--- src/rtl/rv_regfile_sched_pkg.sv ---
// Shared register-file definitions: register index width, the x0 index and data width.
// Ports: none (package only).
// Imported by the scheduler, its scoreboard and the interface.
package rv_defs;

  localparam int REG_W  = 5;
  localparam int DATA_W = 32;

  typedef logic [REG_W-1:0]  reg_idx_t;
  typedef logic [DATA_W-1:0] data_t;

  localparam reg_idx_t REG_X0 = '0;

  // x0 is hard-wired: it never owns a scoreboard bit and is never written.
  function automatic logic is_x0(input reg_idx_t idx);
    return (idx == REG_X0);
  endfunction

endpackage

--- src/rtl/rv_regfile_sched_if.sv ---
// Bundle of decode, writeback, long-latency and register-file signals around the scheduler.
// slave: the scheduler side (consumes d_/w_/l_ inputs, drives stall/hold/ready/rf_*/status).
// master: the surrounding pipeline side (drives d_/w_/l_ inputs, observes the rest).
interface rv_regfile_sched_if;
  import rv_defs::*;

  // decode
  logic     d_valid_i;
  reg_idx_t d_rs1_i;
  reg_idx_t d_rs2_i;
  reg_idx_t d_rd_i;
  logic     d_use_rs1_i;
  logic     d_use_rs2_i;
  logic     d_long_i;
  logic     d_issue_i;
  logic     d_stall_o;
  // pipeline writeback
  reg_idx_t w_rd_i;
  data_t    w_rd_value_i;
  logic     w_rd_store_i;
  logic     w_hold_o;
  // long-latency results
  logic     l_valid_i;
  reg_idx_t l_rd_i;
  data_t    l_value_i;
  logic     l_ready_o;
  // register file write port
  reg_idx_t rf_rd_o;
  data_t    rf_rd_value_o;
  logic     rf_rd_store_o;
  // status
  logic     busy_o;
  logic     err_o;

  modport slave (
    input  d_valid_i, d_rs1_i, d_rs2_i, d_rd_i, d_use_rs1_i, d_use_rs2_i, d_long_i, d_issue_i,
    input  w_rd_i, w_rd_value_i, w_rd_store_i,
    input  l_valid_i, l_rd_i, l_value_i,
    output d_stall_o, w_hold_o, l_ready_o,
    output rf_rd_o, rf_rd_value_o, rf_rd_store_o,
    output busy_o, err_o
  );

  modport master (
    output d_valid_i, d_rs1_i, d_rs2_i, d_rd_i, d_use_rs1_i, d_use_rs2_i, d_long_i, d_issue_i,
    output w_rd_i, w_rd_value_i, w_rd_store_i,
    output l_valid_i, l_rd_i, l_value_i,
    input  d_stall_o, w_hold_o, l_ready_o,
    input  rf_rd_o, rf_rd_value_o, rf_rd_store_o,
    input  busy_o, err_o
  );

endinterface

--- src/rtl/rv_regfile_sched_scoreboard.sv ---
// Pending-destination scoreboard for x1..x31: set on long issue, clear on result accept.
// Ports: clk_i/rst_i, one set port, one clear port, read ports for rs1/rs2/rd and the clearing rd.
// Reads are registered-state only; a set and a clear of the same register in one cycle leaves it set.
module rv_scoreboard
  import rv_defs::*;
(
  input  logic     clk_i,
  input  logic     rst_i,
  input  logic     set_i,
  input  reg_idx_t set_rd_i,
  input  logic     clr_i,
  input  reg_idx_t clr_rd_i,
  input  reg_idx_t rs1_i,
  input  reg_idx_t rs2_i,
  input  reg_idx_t rd_i,
  output logic     rs1_pend_o,
  output logic     rs2_pend_o,
  output logic     rd_pend_o,
  output logic     clr_pend_o
);

  logic [31:1] pending;
  logic [31:1] pending_nxt;
  logic [31:0] pend_ext;

  // Bit 0 of the extended view is a constant 0 so any x0 lookup reads as not pending.
  assign pend_ext   = {pending, 1'b0};
  assign rs1_pend_o = pend_ext[rs1_i];
  assign rs2_pend_o = pend_ext[rs2_i];
  assign rd_pend_o  = pend_ext[rd_i];
  assign clr_pend_o = pend_ext[clr_rd_i];

  always_comb begin
    pending_nxt = pending;
    for (int i = 1; i < 32; i++) begin
      if (set_i && (set_rd_i == reg_idx_t'(i))) begin
        pending_nxt[i] = 1'b1;
      end else if (clr_i && (clr_rd_i == reg_idx_t'(i))) begin
        pending_nxt[i] = 1'b0;
      end
    end
  end

  always_ff @(posedge clk_i or posedge rst_i) begin
    if (rst_i) begin
      pending <= '0;
    end else begin
      pending <= pending_nxt;
    end
  end

endmodule

--- src/rtl/rv_regfile_sched.sv ---
// Register-file write-port arbiter and long-op scoreboard: stalls decode on RAW/WAW/capacity
// hazards and merges late long-latency results onto the single write port (pipeline wins).
// Ports: clk_i, rst_i (async active-high), bus (slave modport of rv_regfile_sched_if).
module rv_regfile_sched
  import rv_defs::*;
#(
  parameter int MAX_OUTSTANDING = 4,
  parameter int STARVE_LIMIT    = 8
) (
  input logic               clk_i,
  input logic               rst_i,
  rv_regfile_sched_if.slave bus
);

  localparam int OUT_W  = $clog2(MAX_OUTSTANDING + 1);
  localparam int WAIT_W = $clog2(STARVE_LIMIT + 1);
  localparam logic [OUT_W-1:0]  OUT_MAX  = OUT_W'(MAX_OUTSTANDING);
  localparam logic [WAIT_W-1:0] WAIT_MAX = WAIT_W'(STARVE_LIMIT);

  logic [OUT_W-1:0]  outstanding;
  logic [WAIT_W-1:0] wait_cnt;
  logic              w_hold;
  logic              err;

  logic rs1_pend, rs2_pend, rd_pend, l_pend;
  logic w_active, accept, issue_long, full, stall;
  logic err_set;

  // A pipeline write to x0 is a no-op and does not occupy the port.
  assign w_active   = bus.w_rd_store_i && !is_x0(bus.w_rd_i);
  assign accept     = bus.l_valid_i && !w_active;
  assign issue_long = bus.d_issue_i && bus.d_long_i;
  assign full       = bus.d_long_i && (outstanding == OUT_MAX);
  assign stall      = bus.d_valid_i &&
                      ((bus.d_use_rs1_i && rs1_pend) ||
                       (bus.d_use_rs2_i && rs2_pend) ||
                       rd_pend || full);

  rv_scoreboard u_scoreboard (
    .clk_i      (clk_i),
    .rst_i      (rst_i),
    .set_i      (issue_long),
    .set_rd_i   (bus.d_rd_i),
    .clr_i      (accept),
    .clr_rd_i   (bus.l_rd_i),
    .rs1_i      (bus.d_rs1_i),
    .rs2_i      (bus.d_rs2_i),
    .rd_i       (bus.d_rd_i),
    .rs1_pend_o (rs1_pend),
    .rs2_pend_o (rs2_pend),
    .rd_pend_o  (rd_pend),
    .clr_pend_o (l_pend)
  );

  // Write-port mux: pipeline first, then an accepted late result; x0 never strobes.
  always_comb begin
    bus.rf_rd_o       = REG_X0;
    bus.rf_rd_value_o = '0;
    bus.rf_rd_store_o = 1'b0;
    if (w_active) begin
      bus.rf_rd_o       = bus.w_rd_i;
      bus.rf_rd_value_o = bus.w_rd_value_i;
      bus.rf_rd_store_o = 1'b1;
    end else if (accept && !is_x0(bus.l_rd_i)) begin
      bus.rf_rd_o       = bus.l_rd_i;
      bus.rf_rd_value_o = bus.l_value_i;
      bus.rf_rd_store_o = 1'b1;
    end
  end

  assign err_set = (w_hold && w_active) ||
                   (accept && (outstanding == '0)) ||
                   (accept && !is_x0(bus.l_rd_i) && !l_pend) ||
                   (bus.d_issue_i && stall);

  // Counter saturates at both ends so an illegal issue/accept only raises err.
  always_ff @(posedge clk_i or posedge rst_i) begin
    if (rst_i) begin
      outstanding <= '0;
    end else if (issue_long && !accept) begin
      if (outstanding != OUT_MAX) outstanding <= outstanding + 1'b1;
    end else if (accept && !issue_long) begin
      if (outstanding != '0) outstanding <= outstanding - 1'b1;
    end
  end

  always_ff @(posedge clk_i or posedge rst_i) begin
    if (rst_i) begin
      wait_cnt <= '0;
    end else if (!bus.l_valid_i || accept) begin
      wait_cnt <= '0;
    end else if (wait_cnt != WAIT_MAX) begin
      wait_cnt <= wait_cnt + 1'b1;
    end
  end

  // Hold is released by the accept it forces; the accept takes priority over a re-set.
  always_ff @(posedge clk_i or posedge rst_i) begin
    if (rst_i) begin
      w_hold <= 1'b0;
    end else if (accept) begin
      w_hold <= 1'b0;
    end else if (wait_cnt == WAIT_MAX) begin
      w_hold <= 1'b1;
    end
  end

  always_ff @(posedge clk_i or posedge rst_i) begin
    if (rst_i) begin
      err <= 1'b0;
    end else if (err_set) begin
      err <= 1'b1;
    end
  end

  assign bus.d_stall_o = stall;
  assign bus.l_ready_o = accept;
  assign bus.w_hold_o  = w_hold;
  assign bus.err_o     = err;
  assign bus.busy_o    = (outstanding != '0);

endmodule

--- src/flat_wrapper.sv ---
// flat-port wrapper written by rule: the top's interface ports become plain ports
module rv_regfile_sched_flat import rv_defs::*;
#(
  parameter int MAX_OUTSTANDING = 4,
  parameter int STARVE_LIMIT    = 8
)
  (clk_i, rst_i, bus_d_valid_i, bus_d_rs1_i, bus_d_rs2_i, bus_d_rd_i, bus_d_use_rs1_i, bus_d_use_rs2_i, bus_d_long_i, bus_d_issue_i, bus_w_rd_i, bus_w_rd_value_i, bus_w_rd_store_i, bus_l_valid_i, bus_l_rd_i, bus_l_value_i, bus_d_stall_o, bus_w_hold_o, bus_l_ready_o, bus_rf_rd_o, bus_rf_rd_value_o, bus_rf_rd_store_o, bus_busy_o, bus_err_o);
  rv_regfile_sched_if bus_i ();
  input logic clk_i;
  input logic rst_i;
  input wire logic [$bits(bus_i.d_valid_i)-1:0] bus_d_valid_i;
  input wire logic [$bits(bus_i.d_rs1_i)-1:0] bus_d_rs1_i;
  input wire logic [$bits(bus_i.d_rs2_i)-1:0] bus_d_rs2_i;
  input wire logic [$bits(bus_i.d_rd_i)-1:0] bus_d_rd_i;
  input wire logic [$bits(bus_i.d_use_rs1_i)-1:0] bus_d_use_rs1_i;
  input wire logic [$bits(bus_i.d_use_rs2_i)-1:0] bus_d_use_rs2_i;
  input wire logic [$bits(bus_i.d_long_i)-1:0] bus_d_long_i;
  input wire logic [$bits(bus_i.d_issue_i)-1:0] bus_d_issue_i;
  input wire logic [$bits(bus_i.w_rd_i)-1:0] bus_w_rd_i;
  input wire logic [$bits(bus_i.w_rd_value_i)-1:0] bus_w_rd_value_i;
  input wire logic [$bits(bus_i.w_rd_store_i)-1:0] bus_w_rd_store_i;
  input wire logic [$bits(bus_i.l_valid_i)-1:0] bus_l_valid_i;
  input wire logic [$bits(bus_i.l_rd_i)-1:0] bus_l_rd_i;
  input wire logic [$bits(bus_i.l_value_i)-1:0] bus_l_value_i;
  output wire logic [$bits(bus_i.d_stall_o)-1:0] bus_d_stall_o;
  output wire logic [$bits(bus_i.w_hold_o)-1:0] bus_w_hold_o;
  output wire logic [$bits(bus_i.l_ready_o)-1:0] bus_l_ready_o;
  output wire logic [$bits(bus_i.rf_rd_o)-1:0] bus_rf_rd_o;
  output wire logic [$bits(bus_i.rf_rd_value_o)-1:0] bus_rf_rd_value_o;
  output wire logic [$bits(bus_i.rf_rd_store_o)-1:0] bus_rf_rd_store_o;
  output wire logic [$bits(bus_i.busy_o)-1:0] bus_busy_o;
  output wire logic [$bits(bus_i.err_o)-1:0] bus_err_o;
  assign bus_i.d_valid_i = bus_d_valid_i;
  assign bus_i.d_rs1_i = bus_d_rs1_i;
  assign bus_i.d_rs2_i = bus_d_rs2_i;
  assign bus_i.d_rd_i = bus_d_rd_i;
  assign bus_i.d_use_rs1_i = bus_d_use_rs1_i;
  assign bus_i.d_use_rs2_i = bus_d_use_rs2_i;
  assign bus_i.d_long_i = bus_d_long_i;
  assign bus_i.d_issue_i = bus_d_issue_i;
  assign bus_i.w_rd_i = bus_w_rd_i;
  assign bus_i.w_rd_value_i = bus_w_rd_value_i;
  assign bus_i.w_rd_store_i = bus_w_rd_store_i;
  assign bus_i.l_valid_i = bus_l_valid_i;
  assign bus_i.l_rd_i = bus_l_rd_i;
  assign bus_i.l_value_i = bus_l_value_i;
  assign bus_d_stall_o = bus_i.d_stall_o;
  assign bus_w_hold_o = bus_i.w_hold_o;
  assign bus_l_ready_o = bus_i.l_ready_o;
  assign bus_rf_rd_o = bus_i.rf_rd_o;
  assign bus_rf_rd_value_o = bus_i.rf_rd_value_o;
  assign bus_rf_rd_store_o = bus_i.rf_rd_store_o;
  assign bus_busy_o = bus_i.busy_o;
  assign bus_err_o = bus_i.err_o;
  rv_regfile_sched #(.MAX_OUTSTANDING(MAX_OUTSTANDING), .STARVE_LIMIT(STARVE_LIMIT)) u_core (.clk_i(clk_i), .rst_i(rst_i), .bus(bus_i));
endmodule
--- config.mk ---
export PLATFORM = sky130hd
export DESIGN_NAME = rv_regfile_sched_flat
export DESIGN_NICKNAME = d
export VERILOG_FILES = /design/src/rtl/rv_regfile_sched_pkg.sv /design/src/rtl/rv_regfile_sched_if.sv /design/src/rtl/rv_regfile_sched_scoreboard.sv /design/src/rtl/rv_regfile_sched.sv /design/src/flat_wrapper.sv
export SDC_FILE = /design/constraint.sdc
export NUM_CORES = 1
export LEC_CHECK = 0
export ABC_AREA = 1
export ABC_CLOCK_PERIOD_IN_PS = 4590
export CORE_MARGIN = 8
export CORE_UTILIZATION = 49
export CTS_CLUSTER_SIZE = 25
export DETAILED_ROUTE_END_ITERATION = 10
export PLACE_DENSITY_LB_ADDON = 0.08
export SLEW_MARGIN = 15
export SYNTH_ARGS = -nofsm -noshare
export SYNTH_HDL_FRONTEND = slang
export SYNTH_SLANG_ARGS = --single-unit
--- constraint.sdc ---
create_clock -name clk_i -period 4.59 [get_ports clk_i]
set_input_delay 1.377 -clock clk_i [delete_from_list [all_inputs] [get_ports clk_i]]
set_output_delay 1.377 -clock clk_i [all_outputs]
set_load 0.05 [all_outputs]
==> impl_metrics.csv <==
group,metric,value,unit
synthesis,ys_ff_latch,40,
grt,met3_usage,0.05288,
detailed_routing,num_vias,4862,
detailed_routing,avgViaCountPerCell,5.355,
worst_setup_path,start_kind,"input port",
layout,nFillCells,640,
floorplan,core,7567,um2
synthesis,syn_area,3741,um2
cts,cts_buffers,5,
timing,hold_violations,0,
timing,slew_headroom,0.2764,
grt,use_met2,0.4704,
layout,drive_gt1_frac,0.1093,
cts,tritoncts,"built",
place,dp_hpwl,12.06,mm
layout,mostFrequentLayoutCell,"nand2_1",
timing,fin_crit_sh,0.9714,
grt,gr-usage-met1,0.3487,
cts,clkSinkCount,40,
detailed_routing,dr.pass1.iters,7,
run_status,outcome,"completed",
synthesis,synth_edf_count,0,
timing,maxSlewViolCount,0,
worst_setup_path,arrival,3.08,ns
synthesis,ys_seq_area_frac,0.2676,
layout,multi_input_area,2253,um2
floorplan,fp-row-count,32,
grt,grt_pass1_vias,4492,
timing,rsz0062_at_grt,"no",
grt,antenna_found_initial,1,
synthesis,yosysWarnings,0,
cts,path_clk_slew,0.08,ns
floorplan,die_y,103.4,um
timing,fin_skew,0.008116,ns
synthesis,synth_nets,760,
timing,setup_tns,0,ns
grt,grtUsageTotal,0.2822,
layout,nets,905,
floorplan,fp.dieArea,10690,um2
grt,grt_max_degree,41,
cts,cts_setup_buffers,0,
cts,clockRootBuffer,"clkbuf_8",
power,p_per_area,266.3,nW/um2
synthesis,ys_types,34,
place,port_buffers,140,
grt,top_usage_layer,"met2",
timing,finalCriticalPeriod,4.459,ns
min_path,hp-class,"flop to flop",
synthesis,synth_cells,659,
layout,seq_area,1001,um2
layout,layout_common_cells,"nand2_1 (251), clkdlybuf4s50_1 (94), inv_1 (93)",
cts,cts_buffer_depth,2,
cts,clk_latency,0.29,ns
place,place_congestion,0.9744,
floorplan,fp.dieW,103.4,um
timing,holdWs,0.5453,ns
timing,tightest_slew,1.081,ns
synthesis,synth_flop_cell,"dfrtp_1",
worst_setup_path,worstPathRequired,3.21,ns
synthesis,synthArstFlopShare,1.000,
worst_setup_path,critPathKind,"input port to primary output",
timing,fmax,0.2243,GHz
cts,htree_levels,2,
grt,grt_pass1_wl,23.19,mm
detailed_routing,ant_nets,0,
layout,syn2layout_area_growth,43.91,%
detailed_routing,drt-total-wl,15.42,mm
synthesis,synth.avg_cell_area,5.677,um2
detailed_routing,post-route-drc-count,0,
worst_setup_path,path_max_fanout,19,
floorplan,pin_count,141,
job,maxCapViolCount,0,
power,p_leak,2.761,nW
worst_setup_path,end_kind,"primary output",
timing,finalSetupViolations,0,
floorplan,start_util,0.4944,
detailed_routing,drtIter0Drc,449,
grt,grt_overflow_total,0,
power,ir_worst_vdd,0.2908,mV
detailed_routing,wl_per_cell,16.99,um
layout,final_core_util,0.7115,
cts,holdBufCountCts,0,
timing repair:
action / CTS / global route
gates resized for setup: 4 / 17
pin swaps: 1 / 1
cloned: 2 / 0
endpoints found under the setup margin: 6 / 7
stage by stage:
| step | total power, mW | cell area [um2] | cells | setup slack [ns] |
|---|---|---|---|---|
| 3_5_place_dp | 1.174 | 5241 | 897 | -0.05625 |
| 5_1_grt | 1.517 | 5384 | 908 | 0.0009599 |
| 2_1_floorplan | 0.8904 | 3741 | 659 | -0.1223 |
| 6_report | 1.434 | 5384 | 908 | 0.1314 |
| 4_1_cts | 1.418 | 5354 | 907 | 0.06572 |
| 3_3_place_gp | 1.158 | 5241 | 897 | -0.01592 |
final timing paths:
| path | start | slack [ns] | endpoint | cells past startpoint |
|---|---|---|---|---|
| worst min-delay path | u_core.bus.w_hold_o | 0.55 | u_core.bus.w_hold_o | 2 |
| worst max register to register | u_core.u_scoreboard.pending[23] | 2.96 | u_core.bus.err_o | 12 |
| max in group asynchronous | rst_i | 2.72 | u_core.u_scoreboard.pending[11] | 3 |
| worst max-delay path | bus_w_rd_i[1] | 0.13 | bus_rf_rd_value_o[29] | 9 |
| min in group asynchronous | rst_i | 1.51 | u_core.wait_cnt[3] | 3 |
| worst min register to register | u_core.bus.w_hold_o | 0.55 | u_core.bus.w_hold_o | 2 |
per-layer routing:
| metal | wire, um | vias to the layer above | part of all wire |
|---|---|---|---|
| met5 | 0 | - | 0 |
| met4 | 479 | 0 | 0.031 |
| met3 | 1736 | 45 | 0.11 |
| met2 | 7149 | 286 | 0.46 |
| met1 | 6057 | 2173 | 0.39 |
| li1 | - | 2358 | - |
report_power, final:
part | leakage [nW] | switching (mW) | internal [mW] | total (mW)
combinational | 2.21 | 0.404 | 0.256 | 0.660
sequential | 0.510 | 0.108 | 0.420 | 0.528
clock | 0.0445 | 0.124 | 0.122 | 0.246
total | 2.76 | 0.636 | 0.798 | 1.43
cell type report:
cell class	count	area share
diodes	1	0.0004648
clock buffers	7	0.01604
clock inverters	1	0.001394
inverters	103	0.07320
multi-input cells	497	0.4185
flip-flops and latches	40	0.1859
well taps	102	0.02370
repair buffers	156	0.2793
repair inverters	1	0.001394
critical path, cell delays in order:
cell and delay, ns:
clkdlybuf4s50_1 0.43, nor3_1 0.19, nand3_1 0.11, nand2_2 0.15, nand2_2 0.10, clkinv_4 0.12
o21ai_4 0.16, o21ai_0 0.22, buf_4 0.23
cells by family after synthesis:
family                   count (synthesis)  share of synthesized area
AND/OR/NAND/NOR                        377                     0.4104
flip-flops                              40                     0.2676
XOR/XNOR                                 4                   0.009366
adder cells (fa/ha/maj)                  3                    0.01204
buffers and inverters                  123                     0.1378
AO/OA/AOI/OAI                          112                     0.1629
state kept, by name, indices dropped and copies added, names as in the netlist:
register	cells
u_core.bus.w_hold_o	1
u_core.outstanding	3
u_core.bus.err_o	1
u_core.u_scoreboard.pending	31
u_core.wait_cnt	4
Yosys cell counts (4+ instances only):
library cell  number  area (um2)
inv_2              7       26.28
nand3_1           61       305.3
o22ai_1            8       50.05
buf_2              9       45.04
nand2_1          251       942.2
dfrtp_1           40        1001
nor2_1            48       180.2
o211ai_1           4       30.03
nand2_2            8       50.05
o21ai_0           71       355.3
a21oi_1           10       50.05
buf_6              4       45.04
nor3_1             4       20.02
inv_1             94       352.8
clkbuf_1           5       18.77
o21ai_1           11       55.05
Note: power is estimated with default switching activity, not from simulation.
==> RTL edit: new RTL, config.mk and constraints unchanged <==
`REG_W`: 5 -> 10.
--- a/src/rtl/rv_regfile_sched_pkg.sv
+++ b/src/rtl/rv_regfile_sched_pkg.sv
@@ -4,5 +4,5 @@
 package rv_defs;
 
-  localparam int REG_W  = 5;
+  localparam int REG_W  = 10;
   localparam int DATA_W = 32;
 
Interface: changed (6 resized); port bits go from 141 to 171. No check against the original RTL was run, so the function may have changed too.
==> RTL edit against the original RTL <==
- total power is 5.9% lower
- sequential cell count stayed put
- routed wire length is 17% higher
- design area is 9.5% higher
- count of clock-buffer cells in the layout is 2 lower
- clock power is 61% higher
- synthesized area is 2.0% higher
- global-route usage is 4.1 points higher
- worst setup slack worse by 0.11 ns
- non-clock buffer count is 40 higher
- critical path type unchanged
==> RTL edit: results (changes against the original RTL) <==
Status -> finished clean (unchanged)
Fraction of registers with async set/reset -> 100% (unchanged)
Initial antenna violation count -> 0 (was 1)
Worst setup endpoint -> bus_rf_rd_value_o[5] (was bus_rf_rd_value_o[29])
Minimum clock period -> 4.57 ns (was 4.46 ns)
Gr usage total -> 32.3% (was 28.2%)
Starting DRT DRC Count -> 580 (was 449)
Post-synthesis xor/xnor area fraction -> 0.689% (was 0.936%)
Vias in the first global route -> 5083 (was 4492)
Grt met1 use -> 40.0% (was 34.9%)
M3 GR Usage -> 7.50% (was 5.29%)
Hold Slack -> 0.539 ns (was 0.545 ns)
Cell Count Post-Placement -> 877 (was 897)
Skew final -> 0.00369 ns (was 0.00812 ns)
Area contributors post-synth -> dfrtp_1, nand2_1, o21ai_0 (unchanged)
Hold Startpoint -> u_core.outstanding[2] (was u_core.bus.w_hold_o)
Net Sw Frac -> 34.9% (was 44.3%)
Routed wire length -> 18.1 mm (was 15.4 mm)
Reg-to-reg setup timing slack -> 2.94 ns (was 2.96 ns)
Power consumption -> 1.35 mW (was 1.43 mW)
Max IR drop VDD -> 0.267 mV (was 0.291 mV)
CTS H-Tree Depth -> 2 (unchanged)
Seq/Total Area, Yosys -> 26.2% (was 26.8%)
R2R depth -> 9 (was 12)
CP arrival -> 3.19 ns (was 3.08 ns)
Worst-margin pin slew -> 0.679 ns (was 1.08 ns)
M2 GR Usage -> 52.7% (was 47.0%)
R2r startpoint -> u_core.u_scoreboard.pending[4] (was u_core.u_scoreboard.pending[23])
Worst setup path start -> bus_w_rd_i[7] (was bus_w_rd_i[1])
Final net count -> 909 (was 905)
Yosys cell types -> 38 (was 34)
Final HPWL DP -> 14.3 mm (was 12.1 mm)
Layout cells sized above 1 -> 14.8% (was 10.9%)
Placement Setup Slack -> -0.00795 ns (was -0.0562 ns)
Synth cell count leaders -> nand2_1, o21ai_0, inv_1, nand3_1, dfrtp_1 (was nand2_1, inv_1, o21ai_0, nand3_1, nor2_1)
Antenna diode count -> 0 (was 1)
Area post-placement -> 0.00566 mm² (was 0.00524 mm²)
Hold Path End -> u_core.outstanding[2] (was u_core.bus.w_hold_o)
Routed vias/inst -> 5.96 (was 5.35)
Synth Instances -> 606 (was 659)
Drt pass-1 iters -> 6 (was 7)
Sequential power -> 0.395 mW (was 0.528 mW)
Mapped Nets -> 732 (was 760)
Lkg Pwr -> 2.68 nW (was 2.76 nW)
First-pass GRT wire length -> 28.2 mm (was 23.2 mm)
GPL Wtd Cong -> 1.03 (was 0.974)
Yosys warns -> 0 (unchanged)
Port Buffers -> 160 (was 140)
Non-Filler Instances -> 886 (was 908)
[RTL edit: changes by cell type in the layout (fill, tap and decap cells not counted), sizes merged, moves of 3 or more]
| cell | change |
|---|---|
| nand3 | +3 |
| inv | -26 |
| nand4 | +5 |
| a32o | +32 |
| o21ai | +12 |
| a21oi | -4 |
| clkdlybuf4s50 | +16 |
| bufinv | +3 |
| nand2 | -75 |
| nor2 | -6 |
| buf | +25 |
[RTL edit: tightest hold or removal path: cells and delay by family (launching register included)]
family / cells / cell delay [ns]
and+or+nand+nor: 2 / 0.13
DFF: 1 / 0.37
[RTL edit: layout make-up]
cell class	instances	area, µm²
Inverter	76	289
Clock inverter	3	90.1
Sequential cell	40	1000
Tap cell	102	128
Clock buffer	5	68.8
Multi-Input combinational cell	464	2380
Fill cell	581	1750
Timing Repair Buffer	196	1940
[RTL edit: per-layer routing]
layer	wire (µm)	part of all wire, %	vias to the layer above
li1	-	-	2399
met1	6830	38	2437
met2	8460	47	370
met3	2000	11	71
met4	775	4.3	0
met5	0	0	-
